**src/rtl/sensor_monitor.sv**
```systemverilog
// Multi-channel debounced sensor alarm monitor with any-alarm flag and saturating event counter.
// Optional feature: define SENSOR_MONITOR_SYNC_EN to pass X through a 2-flop synchroniser.
module sensor_monitor #(
  parameter int CH      = 4,
  parameter int SET_CNT = 3,
  parameter int CLR_CNT = 3,
  parameter int CW      = 8
) (
  input  logic          CLK,
  input  logic          MR,
  input  logic [CH-1:0] X,
  input  logic          LATCH,
  input  logic [CH-1:0] ACK,
  output logic [CH-1:0] Z,
  output logic          ANY,
  output logic          EVT,
  output logic [CW-1:0] EVT_CNT
);

  localparam int MAX_CNT = (SET_CNT > CLR_CNT) ? SET_CNT : CLR_CNT;
  localparam int CTW     = $clog2(MAX_CNT + 1);

  localparam logic [CTW-1:0] SET_T = CTW'(SET_CNT);
  localparam logic [CTW-1:0] CLR_T = CTW'(CLR_CNT);

  // Bit 1 of the encoding doubles as the Moore alarm output (ALARM and PCLR).
  localparam logic [1:0] IDLE  = 2'd0;
  localparam logic [1:0] PSET  = 2'd1;
  localparam logic [1:0] ALARM = 2'd2;
  localparam logic [1:0] PCLR  = 2'd3;

  function automatic logic [CW-1:0] sat_inc(input logic [CW-1:0] v);
    return (&v) ? v : v + CW'(1);
  endfunction

  logic [CH-1:0] x_fsm;

`ifdef SENSOR_MONITOR_SYNC_EN
  logic [CH-1:0] x_p0;
  logic [CH-1:0] x_p1;

  // Synchroniser stages; reset to the inactive level so reset does not look like a trip.
  always_ff @(posedge CLK) begin
    if (MR) begin
      x_p0 <= '1;
      x_p1 <= '1;
    end else begin
      x_p0 <= X;
      x_p1 <= x_p0;
    end
  end

  assign x_fsm = x_p1;
`else
  assign x_fsm = X;
`endif

  logic [1:0]     state     [CH];
  logic [1:0]     state_nxt [CH];
  logic [CTW-1:0] cnt       [CH];
  logic [CTW-1:0] cnt_nxt   [CH];
  logic [CH-1:0]  z_nxt;
  logic [CH-1:0]  entry;

  // IDLE and ALARM always hold cnt=0, so each shares its qualification path with PSET/PCLR.
  always_comb begin
    for (int i = 0; i < CH; i++) begin
      state_nxt[i] = state[i];
      cnt_nxt[i]   = cnt[i];
      case (state[i])
        IDLE, PSET: begin
          if (!x_fsm[i]) begin
            if (cnt[i] + CTW'(1) == SET_T) begin
              state_nxt[i] = ALARM;
              cnt_nxt[i]   = '0;
            end else begin
              state_nxt[i] = PSET;
              cnt_nxt[i]   = cnt[i] + CTW'(1);
            end
          end else begin
            state_nxt[i] = IDLE;
            cnt_nxt[i]   = '0;
          end
        end
        default: begin
          if (LATCH) begin
            cnt_nxt[i] = '0;
            if (state[i] == ALARM && ACK[i] && x_fsm[i]) begin
              state_nxt[i] = IDLE;
            end else begin
              state_nxt[i] = ALARM;
            end
          end else if (x_fsm[i]) begin
            if (cnt[i] + CTW'(1) == CLR_T) begin
              state_nxt[i] = IDLE;
              cnt_nxt[i]   = '0;
            end else begin
              state_nxt[i] = PCLR;
              cnt_nxt[i]   = cnt[i] + CTW'(1);
            end
          end else begin
            state_nxt[i] = ALARM;
            cnt_nxt[i]   = '0;
          end
        end
      endcase
      z_nxt[i] = state_nxt[i][1];
      entry[i] = !state[i][1] && (state_nxt[i] == ALARM);
    end
  end

  // Channel state and aggregate outputs, all registered from next-state values.
  always_ff @(posedge CLK) begin
    if (MR) begin
      for (int i = 0; i < CH; i++) begin
        state[i] <= ALARM;
        cnt[i]   <= '0;
      end
      Z       <= '1;
      ANY     <= 1'b1;
      EVT     <= 1'b0;
      EVT_CNT <= '0;
    end else begin
      for (int i = 0; i < CH; i++) begin
        state[i] <= state_nxt[i];
        cnt[i]   <= cnt_nxt[i];
      end
      Z   <= z_nxt;
      ANY <= |z_nxt;
      EVT <= |entry;
      if (|entry) begin
        EVT_CNT <= sat_inc(EVT_CNT);
      end
    end
  end

endmodule
```
**config.mk**
```make
export PLATFORM = sky130hd
export DESIGN_NAME = sensor_monitor
export DESIGN_NICKNAME = d
export VERILOG_FILES = /design/src/rtl/sensor_monitor.sv
export SDC_FILE = /design/constraint.sdc
export NUM_CORES = 1
export LEC_CHECK = 0
export BUFFER_PORTS_ARGS = -buffer_cell sky130_fd_sc_hd__buf_2
export CORE_MARGIN = 5
export CORE_UTILIZATION = 45
export CTS_CLUSTER_DIAMETER = 30
export DETAILED_ROUTE_END_ITERATION = 6
export PLACE_DENSITY_LB_ADDON = 0.2
export SLEW_MARGIN = 10
export SYNTH_ARGS = -nofsm -noshare
export SYNTH_HDL_FRONTEND = slang
export SYNTH_SLANG_ARGS = --single-unit
```
**constraint.sdc**
```tcl
create_clock -name CLK -period 2.8 [get_ports CLK]
set_input_delay 0.84 -clock CLK [delete_from_list [all_inputs] [get_ports CLK]]
set_output_delay 0.84 -clock CLK [all_outputs]
set_load 0.1 [all_outputs]
```
# Word level (Yosys, flattened, before mapping)

Memory sizes are Yosys's and may differ from the RTL's.
Index checks and enable logic that the tools add are counted.

Bits in registers: 14
Bits in latches: 0
RAM bits: 16
ROM bits: 0
Bits of input ports: 11
Output and inout bits: 14
Logic and storage cells: 123
Memories: 2

Add/subtract/negate cells: 5
Multipliers: 0
Divide/modulo/power cells: 0
Order comparisons: 0
Equality and inequality tests: 16
Shift operators: 0
Muxes and demuxes: 59
Bitwise logic cells: 9
Reduce and logical (&&, ||, !) cells: 28

Memory list:

| name  | depth | bits a word | rd ports | clocked after Yosys merged registers in | wr ports | line | text |
|---|---|---|---|---|---|---|---|
| cnt   | 4     | 2           | 4        | 0                                       | 4        | 60   | `logic [CTW-1:0] cnt [CH];` |
| state | 4     | 2           | 4        | 0                                       | 4        | 58   | `logic [1:0] state [CH];` |

Operators with widths:

| cell                | count |
|---|---|
| $mux 2              | 56 |
| $eq 2x2->1 const B  | 12 |
| $logic_and 1x1->1   | 12 |
| $add 2x1->2 const B | 4 |
| $add 8x1->8 const B | 1 |
| $eq 2x1->1 const B  | 4 |
| $logic_not 2->1     | 4 |
| $or 1x1->1          | 8 |
| $reduce_and 8->1    | 1 |
| $reduce_or 2->1     | 4 |
| $reduce_or 4->1     | 2 |
| $logic_not 1->1     | 4 |
| $mux 1              | 3 |
| $reduce_and 2->1    | 1 |
| $not 1->1           | 1 |

# Longest topological paths before layout

Gate-level depths: netlist of the first run.

Depth after elaboration: 10
Gate-level depth with buffers: 6
Mapped depth without buffers: 6

# Worst setup path after synthesis of the first run

Ideal clock, no wire load.

Path type: register to register
Start: register EVT_CNT[0]
End: register EVT_CNT[7]
Library setup time: 121 ps
Arrival: 2211 ps
Required time: 2679 ps
Setup slack: 468 ps
Cell stages (with the launch flop): 7
Path buffers: 0
Clock period less this slack: 2332 ps
Path through: dfxtp_1 -> ha_1 -> nand3_1 -> o2111ai_2 -> a21oi_2 -> and2b_4 -> mux2_4

Word-level cells in the longest chain between the ends: 3
Elaborated cells between the ends (all ways): 4
Those cells by class: add/sub: 1; bitwise: 1; reduce/logical: 2

Ends and longest elaborated chain:

| what                                                                | line | text |
|---|---|---|
| start: declaration                                                  | 17   | `output logic [CW-1:0] EVT_CNT` |
| start signal: assignment                                            | 132  | `EVT_CNT <= sat_inc(EVT_CNT);` |
| parallel branches: the longest is 3 deep, another holds $add 8x1->8 | n/a  |  |

Parallel ways; which one is timed is not known.
A chain may end at the register's enable or synchronous reset.

# Worst setup path after layout of the first run

Start: register EVT_CNT[3]
End: output port EVT_CNT[3]

No word-level cell between the ends.

==> tab_implementation.tex, run 1 <==
\begin{tabular}{lr}
\hline
Metric & Value \\
\hline
\multicolumn{2}{l}{\textbf{Route}} \\
\quad Total detailed-routing wirelength & 2.25 mm \\
\quad Drt first-iter violations & 32 \\
\quad Count of TritonRoute iterations in the first routing pass & 2 \\
\quad DRC violations left & 0 \\
\quad Routed length per placed instance & 12.4 um \\
\quad Routed vias/inst & 5.24 \\
\quad Overall via count from detail\_route & 954 \\
\quad Count of antenna-violating nets left after detailed routing & 0 \\
\multicolumn{2}{l}{\textbf{Global routing}} \\
\quad Maximum number of pins on one net before global-route repair & 22 \\
\quad Global Route Usage Sum & 0.137 \\
\quad Total congestion overflow after global routing & 0 \\
\quad Vias in the first global route & 922 \\
\quad Global-route wire length before repair & 3.89 mm \\
\quad Antenna violations before repair & 0 \\
\multicolumn{2}{l}{\textbf{Synth}} \\
\quad Synthesis warning total & 0 \\
\quad Syn Inst Count & 131 \\
\quad Async set-or-reset flop fraction in the synthesized netlist & 0 \\
\quad Syn Std Cell Area & 1180 um\^{}2 \\
\quad Number of unique standard cell types used by synthesis & 32 \\
\quad Primary FF master, synth & sky130\_fd\_sc\_hd\_\_dfxtp\_1 \\
\quad Post-synth EDFFs & 0 \\
\quad Synth Register Bits & 26 \\
\quad Mean post-synth cell area & 8.99 um\^{}2 \\
\quad Synth Net Count & 143 \\
\quad Seq/Total Area, Yosys & 0.442 \\
\multicolumn{2}{l}{\textbf{Worst setup path}} \\
\quad Cells traversed along the worst timing path & buf\_2 \\
\quad Top cell family by delay on the critical path & buffers and inverters \\
\quad Required time of the critical path & 1.96 ns \\
\quad Source of the worst register-to-register timing path & EVT\_CNT[0] \\
\quad Crit. Startpoint & EVT\_CNT[3] \\
\quad Endpoint of the worst-slack reg-to-reg timing path & EVT\_CNT[7] \\
\quad Path depth of the worst reg2reg path & 6 \\
\quad Buffers \& Inverters on Critical Path & 1 \\
\quad Type of origin of the critical path & flop \\
\quad Max incr delay on CP & 0.48 ns \\
\quad Flop-to-flop setup slack & 1.15 ns \\
\quad Nature of the critical path endpoint & primary output \\
\quad Crit path max fanout & 6 \\
\quad Worst Path Class, Setup & reg2out \\
\quad Cell with the biggest individual delay on the critical path & sky130\_fd\_sc\_hd\_\_buf\_2 \\
\quad Crit path DAT & 1.26 ns \\
\multicolumn{2}{l}{\textbf{Timing}} \\
\quad Final-report max-slew violation count & 0 \\
\quad Final Hold Vio Count & 0 \\
\quad Clock tree skew after final layout & 0.00504 ns \\
\quad Actual transition at the worst max-transition pin & 0.488 ns \\
\quad Setup violations, final & 0 \\
\quad Sum of negative setup slack & 0 ns \\
\quad Remaining max-slew budget at the tightest pin & 0.677 \\
\quad Highest clock rate & 476 MHz \\
\quad Final min period & 2.10 ns \\
\quad Setup repair after global routing missed its margin & false \\
\quad Final period util & 0.750 \\
\multicolumn{2}{l}{\textbf{Pwr}} \\
\quad Power density over cell area & 487 nW/um\^{}2 \\
\quad Overall power & 0.647 mW \\
\quad IR Drop Worst-Case VDD & 304 uV \\
\quad Leakage power & 0.620 nW \\
\multicolumn{2}{l}{\textbf{Floorplan}} \\
\quad Standard-cell row count & 18 \\
\quad Core outline area & 2500 um\^{}2 \\
\quad Floorplan die area & 3740 um\^{}2 \\
\quad Width of the chip & 61.2 um \\
\quad Top-Level Pins & 25 \\
\quad Starting density of the core & 0.471 \\
\quad Floorplan die height & 61.2 um \\
\multicolumn{2}{l}{\textbf{Clock network}} \\
\quad CTS tree & built \\
\quad Post-CTS Setup Inserts & 0 \\
\quad Clock-pin slew of the registers on the worst-case setup and hold paths & 0.13 ns \\
\quad CTS Hold Buffers Added & 0 \\
\quad Worst-skew pair later-pin latency & 0.31 ns \\
\quad Count of instances resized after the clock tree is built & 0 \\
\quad H-tree levels & 1 \\
\quad Clock Root Buffer & sky130\_fd\_sc\_hd\_\_clkbuf\_4 \\
\quad Total number of clock tree sinks & 26 \\
\quad TritonCTS Buffers & 3 \\
\quad Buffer levels on the longest clock path & 2 \\
\multicolumn{2}{l}{\textbf{Place}} \\
\quad Total half-perimeter wirelength after legalization and detailed placement & 1.73 mm \\
\quad Global placer's final weighted congestion & 0.774 \\
\quad Instance count after placement with tap cells included & 178 \\
\quad Number of input and output port buffers inserted & 24 \\
\multicolumn{2}{l}{\textbf{Cells and area}} \\
\quad Nets & 165 \\
\quad Filler-free cell count of the finished design & 182 \\
\quad Final antenna diode count & 0 \\
\quad Number of fill cells & 243 \\
\quad Relative area change from synthesis to final layout & 12.9\% \\
\quad Ratio of cells with drive above 1 in the final layout & 0.250 \\
\multicolumn{2}{l}{\textbf{Min path}} \\
\quad Worst hold path endpoint & cnt[1][0] \\
\quad Type of the worst min-delay path & reg2reg \\
\quad Number of stages on the worst hold path & 1 \\
\quad Hold\_sp & cnt[1][0] \\
\multicolumn{2}{l}{\textbf{Status}} \\
\quad Result of the run & complete, no violations \\
\multicolumn{2}{l}{\textbf{Run}} \\
\quad Count of maximum capacitance violations & 0 \\
\hline
\end{tabular}
==> sequential cells by signal, indices dropped and copies added (netlist names) <==
register,count
cnt,8
ANY,1
EVT_CNT,8
EVT,1
Z,4
state,4
==> placed cells by master, fill, tap and decap left out, types with 2 or more instances in the layout <==
cell type                   n
sky130_fd_sc_hd__o21ai_0    7
sky130_fd_sc_hd__and2b_4    3
sky130_fd_sc_hd__a22oi_4    2
sky130_fd_sc_hd__o21bai_1   3
sky130_fd_sc_hd__buf_2     24
sky130_fd_sc_hd__inv_1      4
sky130_fd_sc_hd__nand2b_1   3
sky130_fd_sc_hd__nor2b_1    4
sky130_fd_sc_hd__nand3_1    4
sky130_fd_sc_hd__a21oi_1    8
sky130_fd_sc_hd__a211oi_1   2
sky130_fd_sc_hd__nand2_1    5
sky130_fd_sc_hd__clkbuf_4   3
sky130_fd_sc_hd__nor2_1    27
sky130_fd_sc_hd__nor3_1     5
sky130_fd_sc_hd__dfxtp_1   26
sky130_fd_sc_hd__mux2i_1    2
sky130_fd_sc_hd__xnor2_1    4
sky130_fd_sc_hd__nor3b_1    3
==> logic make-up after synthesis <==
group                    after synthesis  share of synthesized area
multiplexers                           4                     0.0393
adder cells (fa/ha/maj)                1                     0.0106
AO/OA/AOI/OAI                         24                      0.152
flip-flops                            26                      0.442
buffers and inverters                 11                     0.0489
AND/OR/NAND/NOR                       61                      0.277
XOR/XNOR                               4                     0.0298
==> layer usage <==
layer	share of wire	routed length (um)	track usage
met1	0.47	1050	0.164
met2	0.48	1070	0.245
met3	0.048	107	0.0252
met4	0.0084	19	0.0464
met5	0	0	0
==> power breakdown <==
part | leakage [nW] | switching (mW) | internal [mW]
Clock | 0.0210 | 0.103 | 0.0793
Sequential | 0.212 | 0.00783 | 0.381
Combinational | 0.388 | 0.0528 | 0.0227
Total | 0.620 | 0.164 | 0.483
==> cells in the mapped netlist (all sizes together), types with 3 or more instances <==
library cell	instances	share of area
and2b	4	0.032
o21ai	7	0.030
xnor2	4	0.030
nand3	4	0.017
nor3	5	0.021
nor3b	3	0.019
inv	4	0.013
buf	5	0.030
nor2	27	0.086
a21oi	9	0.041
o21bai	3	0.019
dfxtp	26	0.44
nand2b	3	0.016
nor2b	5	0.033
nand2	5	0.016
==> final cells by class <==
type | count | area, um^2 | area share
Multi-Input combinational cell | 94 | 599 | 0.451
Sequential cell | 26 | 520 | 0.392
Timing Repair Buffer | 24 | 120 | 0.0904
Tap cell | 30 | 37.5 | 0.0282
Clock buffer | 4 | 36.3 | 0.0273
Inverter | 4 | 15.0 | 0.0113
==> worst max-delay path by stage <==
stage,end,slack (ns),cells after the start
floorplan,EVT_CNT[7],0.47,6
global placement,EVT_CNT[7],0.72,6
finish,EVT_CNT[3],0.70,1
detailed placement,EVT_CNT[7],0.69,6
CTS,EVT_CNT[3],0.69,1
global route,EVT_CNT[2],0.63,1
==> stage by stage <==
step,cell area (um^2),utilization,hold WS (ns),setup WS [ns]
floorplan,1180,-,0.407,0.468
global placement,1290,0.517,0.416,0.720
detailed placement,1290,0.517,0.434,0.691
CTS,1330,0.532,0.451,0.689
global route,1330,0.532,0.472,0.626
finish,1330,0.532,0.442,0.700
(Power assumes the default switching activity.)
==> run 2: changes to the inputs <==
- clock period: 2.8 -> 1.9 ns (I/O delays scaled with it)
==> run 2 against run 1 <==
Against the previous run:
- cell count did not move
- highest routed layer unchanged
- critical path depth unchanged
- largest cell class unchanged
- die area stayed put
- clock-buffer cell count fell by 1
- hold slack lost 0.0029 ns
==> tab_implementation.tex, run 2 (same netlist as run 1, synthesis figures left out) <==
\begin{tabular}{lr}
\hline
Metric & Value \\
\hline
\multicolumn{2}{l}{\textbf{Worst setup path}} \\
\quad Cells traversed along the worst timing path & buf\_2 \\
\quad Crit path max fanout & 5 \\
\quad Top cell family by delay on the critical path & buffers and inverters \\
\quad Worst Path Class, Setup & reg2out \\
\quad Required time of the critical path & 1.33 ns \\
\quad Buffers \& Inverters on Critical Path & 1 \\
\quad Crit path DAT & 1.21 ns \\
\quad Nature of the critical path endpoint & primary output \\
\quad Type of origin of the critical path & flop \\
\quad Flop-to-flop setup slack & 0.28 ns \\
\quad Max incr delay on CP & 0.46 ns \\
\quad Cell with the biggest individual delay on the critical path & sky130\_fd\_sc\_hd\_\_buf\_2 \\
\multicolumn{2}{l}{\textbf{Timing}} \\
\quad Actual transition at the worst max-transition pin & 0.493 ns \\
\quad Final min period & 1.78 ns \\
\quad Remaining max-slew budget at the tightest pin & 0.674 \\
\quad Setup repair after global routing missed its margin & false \\
\quad Setup violations, final & 0 \\
\quad Sum of negative setup slack & 0 ns \\
\quad Final period util & 0.935 \\
\quad Highest clock rate & 563 MHz \\
\quad Final-report max-slew violation count & 0 \\
\quad Setup slack after layout & 0.124 ns \\
\quad Final Hold Vio Count & 0 \\
\quad Clock tree skew after final layout & 0.00538 ns \\
\multicolumn{2}{l}{\textbf{Global routing}} \\
\quad Antenna violations before repair & 0 \\
\quad Total congestion overflow after global routing & 0 \\
\quad Top Usage Layer GRT & met2 \\
\quad Global Route Usage Sum & 0.139 \\
\quad Global-route track usage on met2 & 0.239 \\
\quad Maximum number of pins on one net before global-route repair & 22 \\
\quad Global Route met1 Usage & 0.148 \\
\quad Met3 usage & 0.0377 \\
\quad Vias in the first global route & 965 \\
\quad Global-route wire length before repair & 3.82 mm \\
\multicolumn{2}{l}{\textbf{Clock network}} \\
\quad CTS tree & built \\
\quad Clock Root Buffer & sky130\_fd\_sc\_hd\_\_clkbuf\_4 \\
\quad Buffer levels on the longest clock path & 2 \\
\quad Clock-pin slew of the registers on the worst-case setup and hold paths & 0.14 ns \\
\quad Total number of clock tree sinks & 26 \\
\quad CTS Hold Buffers Added & 0 \\
\quad Worst-skew pair later-pin latency & 0.32 ns \\
\quad Post-CTS Setup Inserts & 0 \\
\quad H-tree levels & 1 \\
\quad TritonCTS Buffers & 3 \\
\quad Count of instances resized after the clock tree is built & 0 \\
\multicolumn{2}{l}{\textbf{Min path}} \\
\quad Type of the worst min-delay path & reg2reg \\
\multicolumn{2}{l}{\textbf{Pwr}} \\
\quad Power density over cell area & 688 nW/um\^{}2 \\
\quad Overall power & 0.918 mW \\
\quad IR Drop Worst-Case VDD & 439 uV \\
\quad Leakage power & 0.619 nW \\
\multicolumn{2}{l}{\textbf{Route}} \\
\quad DRC violations left & 0 \\
\quad Count of antenna-violating nets left after detailed routing & 0 \\
\quad Routed vias/inst & 5.13 \\
\quad Count of TritonRoute iterations in the first routing pass & 4 \\
\quad Routed length per placed instance & 12.7 um \\
\quad Total detailed-routing wirelength & 2.31 mm \\
\quad Drt first-iter violations & 33 \\
\quad Overall via count from detail\_route & 933 \\
\multicolumn{2}{l}{\textbf{Cells and area}} \\
\quad Final antenna diode count & 0 \\
\quad Ratio of cells with drive above 1 in the final layout & 0.296 \\
\quad Registers with the most flip-flops & EVT\_CNT x8, cnt x8 \\
\quad Nets & 165 \\
\quad Relative area change from synthesis to final layout & 13.3\% \\
\quad Number of fill cells & 246 \\
\quad Most frequent standard cell in the layout excluding fill and tap cells & sky130\_fd\_sc\_hd\_\_nor2\_1 \\
\quad Final core occ & 0.534 \\
\quad Highest-count cells in the layout ignoring fill and taps & 27 x sky130\_fd\_sc\_hd\_\_nor2\_1, 24 x sky130\_fd\_sc\_hd\_\_buf\_2, 18 x sky130\_fd\_sc\_hd\_\_dfxtp\_1 \\
\multicolumn{2}{l}{\textbf{Place}} \\
\quad Total half-perimeter wirelength after legalization and detailed placement & 1.75 mm \\
\quad Global placer's final weighted congestion & 0.724 \\
\quad Setup Slack @ Placement & 0.0410 ns \\
\quad Number of input and output port buffers inserted & 24 \\
\multicolumn{2}{l}{\textbf{Floorplan}} \\
\quad Top-Level Pins & 25 \\
\quad Starting density of the core & 0.471 \\
\quad Standard-cell row count & 18 \\
\quad Floorplan die height & 61.2 um \\
\quad Core outline area & 2500 um\^{}2 \\
\quad Floorplan die area & 3740 um\^{}2 \\
\quad Width of the chip & 61.2 um \\
\multicolumn{2}{l}{\textbf{Status}} \\
\quad Result of the run & complete, no violations \\
\multicolumn{2}{l}{\textbf{Run}} \\
\quad Count of maximum capacitance violations & 0 \\
\hline
\end{tabular}
-- run 2: cell types whose count changed in the layout (fill, tap and decap cells not counted) --
| cell | previous run | this run |
|---|---|---|
| sky130_fd_sc_hd__clkinv_1 | 0 | 1 |
| sky130_fd_sc_hd__dfxtp_1 | 26 | 18 |
| sky130_fd_sc_hd__clkbuf_8 | 1 | 0 |
| sky130_fd_sc_hd__dfxtp_4 | 0 | 2 |
| sky130_fd_sc_hd__dfxtp_2 | 0 | 6 |
-- run 2: stage by stage --
stage                     hold WS [ns]  instance area, um^2  cells
after floorplan                  0.407                 1190    131
after global placement           0.415                 1310    178
after detailed placement         0.424                 1310    178
after CTS                        0.443                 1330    182
after global routing             0.452                 1330    182
final                            0.439                 1330    182
-- run 2: where the power goes --
part / total [mW] / internal [mW] / switching (mW)
clock network: 0.237 / 0.0770 / 0.160
registers: 0.570 / 0.558 / 0.0115
logic: 0.111 / 0.0335 / 0.0776
total: 0.918 / 0.669 / 0.249
-- run 2: layout make-up --
cell class | count | area, um^2 | area share
multi-input combinational | 94 | 599 | 0.449
sequential | 26 | 536 | 0.402
timing repair buffer | 24 | 120 | 0.0901
tap | 30 | 37.5 | 0.0281
clock buffer | 3 | 22.5 | 0.0169
inverter | 4 | 15.0 | 0.0113
clock inverter | 1 | 3.75 | 0.00281
-- run 2: final timing paths --
path                    from          to  depth (start not counted)
setup reg to reg  EVT_CNT[0]  EVT_CNT[5]                          6
hold / removal     cnt[3][0]   cnt[3][0]                          1
hold reg to reg    cnt[3][0]   cnt[3][0]                          1
setup / recovery        Z[1]        Z[1]                          1
-- run 2: per-layer routing --
layer,part of all wire,up-vias
met4,0.023,0
met5,0,-
met2,0.48,20
met1,0.44,423
li1,-,484
met3,0.058,6
==> run 3: changes to the inputs <==
- CORE_UTILIZATION: 45 -> 30
- PLACE_DENSITY_LB_ADDON: 0.2 -> default
==> run 3 against run 2 <==
Against the previous run:
- routed wire length fell by 1.1%
- via count rose by 2.6%
- hold slack better by 0.0040 ns
- critical endpoint unchanged
- critical path depth unchanged
- non-clock buffer count unchanged
- first-iteration DRC count grew 9.1%
- clock-buffer cell count rose by 1
==> tab_implementation.tex, run 3 (same netlist as run 1, synthesis figures left out) <==
\begin{tabular}{lr}
\hline
Metric & Value \\
\hline
\multicolumn{2}{l}{\textbf{Timing}} \\
\quad Setup repair after global routing missed its margin & false \\
\quad Actual transition at the worst max-transition pin & 0.492 ns \\
\quad Highest clock rate & 585 MHz \\
\quad Final Hold Vio Count & 0 \\
\quad Final min period & 1.71 ns \\
\quad Setup violations, final & 0 \\
\quad Final period util & 0.899 \\
\quad Final-report max-slew violation count & 0 \\
\quad Minimum hold slack & 0.443 ns \\
\quad Sum of negative setup slack & 0 ns \\
\quad Remaining max-slew budget at the tightest pin & 0.674 \\
\quad Clock tree skew after final layout & 0.00537 ns \\
\multicolumn{2}{l}{\textbf{Floorplan}} \\
\quad Width of the chip & 72.6 um \\
\quad Core outline area & 3740 um\^{}2 \\
\quad Top-Level Pins & 25 \\
\quad Starting density of the core & 0.315 \\
\quad Standard-cell row count & 22 \\
\quad Floorplan die height & 72.6 um \\
\quad Floorplan die area & 5280 um\^{}2 \\
\multicolumn{2}{l}{\textbf{Global routing}} \\
\quad Global-route track usage on met2 & 0.155 \\
\quad Global-route wire length before repair & 4.02 mm \\
\quad Met3 usage & 0.0331 \\
\quad Top Usage Layer GRT & met2 \\
\quad Antenna violations before repair & 0 \\
\quad Vias in the first global route & 948 \\
\quad Maximum number of pins on one net before global-route repair & 22 \\
\quad Global Route Usage Sum & 0.0935 \\
\quad Global Route met1 Usage & 0.117 \\
\quad Total congestion overflow after global routing & 0 \\
\multicolumn{2}{l}{\textbf{Place}} \\
\quad Number of input and output port buffers inserted & 24 \\
\quad Standard cell area after detailed placement & 1330 um\^{}2 \\
\quad Global placer's final weighted congestion & 0.768 \\
\quad Instance count after placement with tap cells included & 196 \\
\quad Total half-perimeter wirelength after legalization and detailed placement & 1.75 mm \\
\multicolumn{2}{l}{\textbf{Clock network}} \\
\quad Count of instances resized after the clock tree is built & 0 \\
\quad Worst-skew pair later-pin latency & 0.27 ns \\
\quad Post-CTS Setup Inserts & 0 \\
\quad Clock-pin slew of the registers on the worst-case setup and hold paths & 0.09 ns \\
\quad TritonCTS Buffers & 3 \\
\quad CTS Hold Buffers Added & 0 \\
\quad Total number of clock tree sinks & 26 \\
\quad CTS tree & built \\
\quad Clock Root Buffer & sky130\_fd\_sc\_hd\_\_clkbuf\_8 \\
\quad Buffer levels on the longest clock path & 2 \\
\quad H-tree levels & 1 \\
\multicolumn{2}{l}{\textbf{Worst setup path}} \\
\quad Top cell family by delay on the critical path & buffers and inverters \\
\quad Buffers \& Inverters on Critical Path & 1 \\
\quad Cells traversed along the worst timing path & buf\_2 \\
\quad Cell with the biggest individual delay on the critical path & sky130\_fd\_sc\_hd\_\_buf\_2 \\
\quad Nature of the critical path endpoint & primary output \\
\quad Type of origin of the critical path & flop \\
\quad Max incr delay on CP & 0.46 ns \\
\quad Required time of the critical path & 1.33 ns \\
\quad Crit path DAT & 1.14 ns \\
\quad Crit path max fanout & 5 \\
\quad Worst Path Class, Setup & reg2out \\
\multicolumn{2}{l}{\textbf{Cells and area}} \\
\quad Ratio of cells with drive above 1 in the final layout & 0.303 \\
\quad Highest-count cells in the layout ignoring fill and taps & 27 x sky130\_fd\_sc\_hd\_\_nor2\_1, 24 x sky130\_fd\_sc\_hd\_\_buf\_2, 18 x sky130\_fd\_sc\_hd\_\_dfxtp\_1 \\
\quad Registers with the most flip-flops & EVT\_CNT x8, cnt x8 \\
\quad Relative area change from synthesis to final layout & 18.6\% \\
\quad Area of all placed cells without fillers & 1400 um\^{}2 \\
\quad Filler-free cell count of the finished design & 200 \\
\quad Final core occ & 0.373 \\
\quad Nets & 165 \\
\quad Most frequent standard cell in the layout excluding fill and tap cells & sky130\_fd\_sc\_hd\_\_nor2\_1 \\
\quad Final antenna diode count & 0 \\
\multicolumn{2}{l}{\textbf{Route}} \\
\quad Count of antenna-violating nets left after detailed routing & 0 \\
\quad Routed length per placed instance & 11.4 um \\
\quad Routed vias/inst & 4.79 \\
\quad Total detailed-routing wirelength & 2.29 mm \\
\quad Count of TritonRoute iterations in the first routing pass & 4 \\
\quad DRC violations left & 0 \\
\quad Overall via count from detail\_route & 957 \\
\quad Drt first-iter violations & 36 \\
\multicolumn{2}{l}{\textbf{Pwr}} \\
\quad IR Drop Worst-Case VDD & 318 uV \\
\quad Power density over cell area & 774 nW/um\^{}2 \\
\quad Leakage power & 0.638 nW \\
\multicolumn{2}{l}{\textbf{Run}} \\
\quad Count of maximum capacitance violations & 0 \\
\multicolumn{2}{l}{\textbf{Status}} \\
\quad Result of the run & complete, no violations \\
\multicolumn{2}{l}{\textbf{Min path}} \\
\quad Type of the worst min-delay path & reg2reg \\
\hline
\end{tabular}
==> run 3: through the flow <==
stage / setup slack (ns) / power, mW
2_1_floorplan: 0.126 / 0.673
3_3_place_gp: 0.0763 / 0.690
3_5_place_dp: 0.0335 / 0.694
4_1_cts: 0.178 / 1.10
5_1_grt: 0.130 / 1.13
6_report: 0.192 / 1.08
==> run 3: per-layer routing <==
| layer | up-vias | wire length, um |
|---|---|---|
| met1 | 442 | 989 |
| li1 | 482 | - |
| met2 | 31 | 1080 |
| met3 | 2 | 198 |
| met5 | - | 0 |
| met4 | 0 | 17 |
==> run 3: cell type report <==
type,count,area (um^2)
clock buffers,4,66.3
fillers,393,2350
inverters,4,15.0
multi-input cells,94,599
flip-flops and latches,26,536
well taps,48,60.1
repair buffers,24,120
==> run 3: path summary, 6_finish.rpt <==
path                    from    endpoint  slack (ns)  cells past startpoint
setup / recovery        Z[1]        Z[1]        0.19                      1
setup reg to reg  EVT_CNT[0]  EVT_CNT[7]        0.27                      6
hold reg to reg    cnt[2][0]   cnt[2][0]        0.44                      1
hold / removal     cnt[2][0]   cnt[2][0]        0.44                      1
==> run 3: power breakdown <==
| part | internal (mW) | leakage [nW] | switching (mW) |
|---|---|---|---|
| combinational | 0.0335 | 0.388 | 0.0767 |
| clock | 0.229 | 0.0339 | 0.173 |
| sequential | 0.558 | 0.216 | 0.0113 |
